`src/rtl/bdd_sbox_phase_ctrl.sv`:
```
// Phase sequencer for a 4-bit dual-rail precharged BDD S-box slice: precharge, setup, evaluate, sample.
// Optional macro BDD_SBOX_FAULT_RETRY_EN: rerun the sequence once when the integrity check fails.
module bdd_sbox_phase_ctrl #(
    parameter int PRE_CYCLES  = 2,
    parameter int EVAL_CYCLES = 3,
    parameter int CNT_W       = 4
) (
    input  logic       clk,
    input  logic       rst_n,
    input  logic       in_valid,
    output logic       in_ready,
    input  logic [3:0] in_nibble,
    output logic [3:0] select,
    output logic [3:0] selectBar,
    output logic       pre,
    input  logic [3:0] uout,
    input  logic [3:0] cout,
    output logic       out_valid,
    input  logic       out_ready,
    output logic [3:0] out_nibble,
    output logic       out_err,
    output logic [7:0] fault_cnt,
    output logic       busy
);

    typedef enum logic [2:0] {
        S_IDLE,
        S_PRECHARGE,
        S_SETUP,
        S_EVAL,
        S_HOLD
    } state_t;

    localparam logic [CNT_W-1:0] PRE_LOAD  = CNT_W'(PRE_CYCLES - 1);
    localparam logic [CNT_W-1:0] EVAL_LOAD = CNT_W'(EVAL_CYCLES - 1);

    state_t           state;
    state_t           next_state;
    logic [CNT_W-1:0] cnt;
    logic [CNT_W-1:0] cnt_d;
    logic [3:0]       nibble;
    logic             pend;

    logic             accept;
    logic             cnt_zero;
    logic             pre_last;
    logic             eval_last;
    logic             rails_ok;
    logic             retry_now;

    logic             pre_d;
    logic             out_valid_d;
    logic [3:0]       select_d;
    logic [3:0]       select_bar_d;

    assign accept    = (state == S_IDLE) && in_valid;
    assign cnt_zero  = (cnt == '0);
    assign pre_last  = (state == S_PRECHARGE) && cnt_zero;
    assign eval_last = (state == S_EVAL) && cnt_zero;
    // A healthy slice drives exactly one rail high per bit, from a clean precharge.
    assign rails_ok  = ((uout ^ cout) == 4'hF) && !pend;

    assign in_ready  = (state == S_IDLE);
    assign busy      = (state != S_IDLE);

`ifdef BDD_SBOX_FAULT_RETRY_EN
    logic retried;

    assign retry_now = eval_last && !rails_ok && !retried;

    always_ff @(posedge clk or negedge rst_n) begin
        if (!rst_n) begin
            retried <= 1'b0;
        end else if (accept) begin
            retried <= 1'b0;
        end else if (retry_now) begin
            retried <= 1'b1;
        end
    end
`else
    assign retry_now = 1'b0;
`endif

    // State and phase counter register.
    // NOTE: sequential state uses non-blocking assignments so every flop samples pre-edge values.
    always_ff @(posedge clk or negedge rst_n) begin
        if (!rst_n) begin
            state <= S_IDLE;
            cnt   <= '0;
        end else begin
            state <= next_state;
            cnt   <= cnt_d;
        end
    end

    // NOTE: every combinational output gets a default first, so no latch is inferred.
    always_comb begin
        next_state = state;
        cnt_d      = cnt;
        case (state)
            S_IDLE: begin
                if (in_valid) begin
                    next_state = S_PRECHARGE;
                    cnt_d      = PRE_LOAD;
                end
            end
            S_PRECHARGE: begin
                if (cnt_zero) begin
                    next_state = S_SETUP;
                end else begin
                    cnt_d = cnt - CNT_W'(1);
                end
            end
            S_SETUP: begin
                next_state = S_EVAL;
                cnt_d      = EVAL_LOAD;
            end
            S_EVAL: begin
                if (!cnt_zero) begin
                    cnt_d = cnt - CNT_W'(1);
                end else if (retry_now) begin
                    next_state = S_PRECHARGE;
                    cnt_d      = PRE_LOAD;
                end else begin
                    next_state = S_HOLD;
                end
            end
            S_HOLD: begin
                if (out_ready) begin
                    next_state = S_IDLE;
                end
            end
            default: begin
                next_state = S_IDLE;
            end
        endcase
    end

    // Control nets are decoded from the next state and then registered, so they are glitch-free.
    // Select lines only leave zero one cycle before pre rises (break-before-make).
    always_comb begin
        pre_d        = 1'b0;
        out_valid_d  = 1'b0;
        select_d     = 4'h0;
        select_bar_d = 4'h0;
        case (next_state)
            S_SETUP: begin
                select_d     = nibble;
                select_bar_d = ~nibble;
            end
            S_EVAL: begin
                pre_d        = 1'b1;
                select_d     = nibble;
                select_bar_d = ~nibble;
            end
            S_HOLD: begin
                out_valid_d = 1'b1;
            end
            default: begin
                pre_d = 1'b0;
            end
        endcase
    end

    always_ff @(posedge clk or negedge rst_n) begin
        if (!rst_n) begin
            pre       <= 1'b0;
            select    <= 4'h0;
            selectBar <= 4'h0;
            out_valid <= 1'b0;
        end else begin
            pre       <= pre_d;
            select    <= select_d;
            selectBar <= select_bar_d;
            out_valid <= out_valid_d;
        end
    end

    // Operand latch, precharge check and result capture.
    always_ff @(posedge clk or negedge rst_n) begin
        if (!rst_n) begin
            nibble     <= 4'h0;
            pend       <= 1'b0;
            out_nibble <= 4'h0;
            out_err    <= 1'b0;
            fault_cnt  <= 8'h00;
        end else begin
            if (accept) begin
                nibble <= in_nibble;
            end
            if (pre_last) begin
                pend <= |(uout | cout);
            end
            if (eval_last && !retry_now) begin
                out_nibble <= uout;
                out_err    <= !rails_ok;
            end
            if (eval_last && !rails_ok && (fault_cnt != 8'hFF)) begin
                fault_cnt <= fault_cnt + 8'd1;
            end
        end
    end

`ifndef SYNTHESIS
    a_no_overlap : assert property (@(posedge clk) disable iff (!rst_n)
        (select & selectBar) == 4'h0);
    a_pre_has_select : assert property (@(posedge clk) disable iff (!rst_n)
        pre |-> ((select ^ selectBar) == 4'hF));
`endif

endmodule
```
`config.mk`:
```
export PLATFORM = sky130hd
export DESIGN_NAME = bdd_sbox_phase_ctrl
export DESIGN_NICKNAME = d
export VERILOG_FILES = /design/src/rtl/bdd_sbox_phase_ctrl.sv
export SDC_FILE = /design/constraint.sdc
export NUM_CORES = 1
export LEC_CHECK = 0
export CAP_MARGIN = 20
export CORE_MARGIN = 2
export CORE_UTILIZATION = 35
export DETAILED_ROUTE_END_ITERATION = 8
export GPL_TIMING_DRIVEN = 0
export HOLD_SLACK_MARGIN = 0.02
export PLACE_DENSITY_LB_ADDON = 0.2
export SLEW_MARGIN = 20
export SYNTH_ARGS = -nofsm -noshare
export SYNTH_HDL_FRONTEND = slang
export SYNTH_SLANG_ARGS = --single-unit
```
`constraint.sdc`:
```
create_clock -name clk -period 3.25 [get_ports clk]
set_input_delay 0.4875 -clock clk [delete_from_list [all_inputs] [get_ports clk]]
set_output_delay 0.4875 -clock clk [all_outputs]
set_load 0.1 [all_outputs]
```
==> out/summary.md <==
### Outcome
• finished clean — result of the run

### Route
• 40 — 1st-iter DRT viols
• 0 — number of antenna-violating nets in the routed design
• 3070 um — overall routed net length
• 12.9 um — final routed wire length divided by cell count
• 4.83 — average via count per standard cell
• 0 — Remaining DRCs
• 1,145 — routed vias
• 4 — first drt pass iteration count

### GRT
• 0 — initial antenna violation count
• 5320 um — wire length of the first global-routing pass
• 0 — Congestion Overflow GR
• 0.134 — global router's overall resource usage
• 1,155 — via count of the first global-routing pass
• 32 — pin count of the biggest net entering global routing

### Die
• 71.3 um — Die Ht
• 71.3 um — floorplan die width
• 0.364 — starting density of the core
• 4350 um^2 — core area
• 24 — row count
• 5080 um^2 — Total Die Area
• 41 — I/O pin total

### Yosys
• 159 — syn nets
• 0.553 — post-synth top area share
• 1.00 — share of async-settable or async-resettable flops after synthesis
• 0 — Synth warnings
• 42 — library cells used by synthesis
• 0 — Post-synth EDFFs
• 0.553 — sequential fraction of the synthesis area
• 136 — instance count of the mapped netlist
• 11.6 um^2 — mean post-synth cell area
• dfrtp_1 — most area-hungry cell type in the Yosys netlist
• 35 — post-synthesis register bit count
• dfrtp_1 55%, ha_1 5.5%, xnor2_1 4.4% — top area cells in the synthesized netlist
• dfrtp_1 — most used flip-flop cell after synthesis
• 1580 um^2 — Post-Synthesis Cell Area

### Placed design
• 2070 um^2 — Post-Place Cell Area
• 2370 um — HPWL after DPL
• 722 ps — post-place setup slack
• 0.841 — routability congestion estimate from global placement
• 40 — I/O Buffers
• 229 — instance count after placement with tap cells included

### Critical path
• clkdlybuf4s50_1 — CP max stage cell
• 1 — CP Buf/Inv Count
• 2760 ps — Critical Path RT
• 2190 ps — arrival time at the worst endpoint
• 7 — Crit Path Max Fanout
• 6 — r2r worst-path depth
• nor3_2, clkdlybuf4s50_1 — cells along the critical path
• flip-flop to primary output — Worst Setup Path Type
• buffers and inverters — gate family responsible for the most delay along the worst path
• flip-flop — type of element launching the critical path
• 2 — Critical Path Stages
• primary output — Worst setup EP type
• 1180 ps — maximum cell stage delay along the critical path

### Final layout
• 39 x clkdlybuf4s50_1, 35 x dfrtp_1, 11 x inv_1 — most used cells in the layout excluding fill and tap cells
• 237 — final non-filler cell total
• 0 — number of diodes
• 2170 um^2 — area of all placed cells without fillers
• 208 — net count reported at finish
• 0.151 — ratio of cells with drive above 1 in the final layout
• clkdlybuf4s50_1 — commonest non-fill, non-tap cell in the layout
• 36.8% — area growth from synthesis to layout

### Timing
• 2680 ps — time the worst path needs with I/O delays and setup
• 0 — final-report hold violation count
• 0 — setup-violating endpoint count in the final report
• 977 ps — actual transition at the worst max-transition pin
• 0 ps — setup_tns
• 0.825 — Period Utilization, post-route
• 0 — fin. max-slew vios
• 0.347 — worst relative slew slack
• no — unrepaired setup endpoints after global routing
• 568 ps — Worst Setup Slack, final
• 4.16 ps — final worst clock skew
• 373 MHz — maximum operating frequency

### Clock network
• 0 — cts repair resizes
• 5 — Inserted Clock Buffers
• 35 — count of clock tree sinks
• 0 — post-CTS setup buffer count
• 2 — Clock H-tree levels
• built — CTS tree
• 2 — buffer levels on the longest clock path
• clkbuf_8 — clock root buffer
• 280 ps — later-pin clock latency in the skew report
• 70 ps — clock-pin slew of the registers on the worst-case setup and hold paths

### Run
• 0 — reported max-cap violation count

### Hold path
• flip-flop to flip-flop — type of the most critical hold path
• 1 — number of stages on the worst hold path

==> path summary, 6_finish.rpt <==
check	endpoint	slack, ps	startpoint
setup / recovery	in_ready	570	state[0]
hold / removal	selectBar[2]	440	nibble[2]
setup reg to reg	fault_cnt[1]	1410	cnt[0]
hold reg to reg	selectBar[2]	440	nibble[2]
max in group asynchronous	nibble[0]	2300	rst_n
min in group asynchronous	out_nibble[2]	560	rst_n
==> logic make-up after synthesis <==
logic type	Yosys count	share of synthesized area
compound gates	14	0.0608
xor+xnor	8	0.0442
fa+ha+maj	7	0.0553
buf+inv	16	0.0458
flops	35	0.553
mux	6	0.0474
simple gates	50	0.194
==> state kept, by name (all words and copies together), names as in the netlist, 3 cells and up <==
register,cells
fault_cnt,8
cnt,4
nibble,4
out_nibble,4
selectBar,4
select,4
state,3
==> metrics by stage <==
step	util	hold slack, ps
after CTS	0.498	441
after global routing	0.498	472
final	0.498	442
after detailed placement	0.475	324
after floorplan	-	192
after global placement	0.472	431
==> synthesized netlist by cell type (3+ instances only) <==
| library cell | number |
|---|---|
| o21ai_0 | 4 |
| and2_1 | 6 |
| nor2_1 | 10 |
| a21oi_1 | 3 |
| nor3_1 | 3 |
| nand2_1 | 8 |
| dfrtp_1 | 35 |
| inv_1 | 11 |
| ha_1 | 7 |
| xnor2_1 | 8 |
| mux2_2 | 4 |
==> worst reg2reg max path: stages (launching register included) <==
cell and delay [ps]:
dfrtp_1 370, inv_1 110, ha_1 200, nand4bb_2 190
a211oi_4 410, nand2_2 130, mux2_4 320
==> routing by layer <==
layer  vias up  share of wire  wire length, um  GRT usage
li1        559              -                -          -
met5         -              0                0          0
met1       553           0.44             1350      0.169
met4         0          0.019               58     0.0503
met2        26           0.49             1510      0.217
met3         7          0.050              154     0.0436
==> final cells by class <==
type / instances / area (um^2)
Fill cell: 395 / 2190
Timing Repair Buffer: 42 / 425
Tap cell: 52 / 65.1
Multi-Input combinational cell: 85 / 641
Clock inverter: 1 / 5.00
Sequential cell: 35 / 876
Buffer: 4 / 27.5
Clock buffer: 6 / 82.6
Inverter: 12 / 45.0
==> what timing repair did <==
action | in CTS | in global routing
hold buffers | 1 | 0
setup endpoints to repair | 0 | 0
endpoints found under the hold margin | 4 | 0
Power is not shown: default switching activity piles up to over one toggle a cycle in this logic, so the estimate is an artifact.
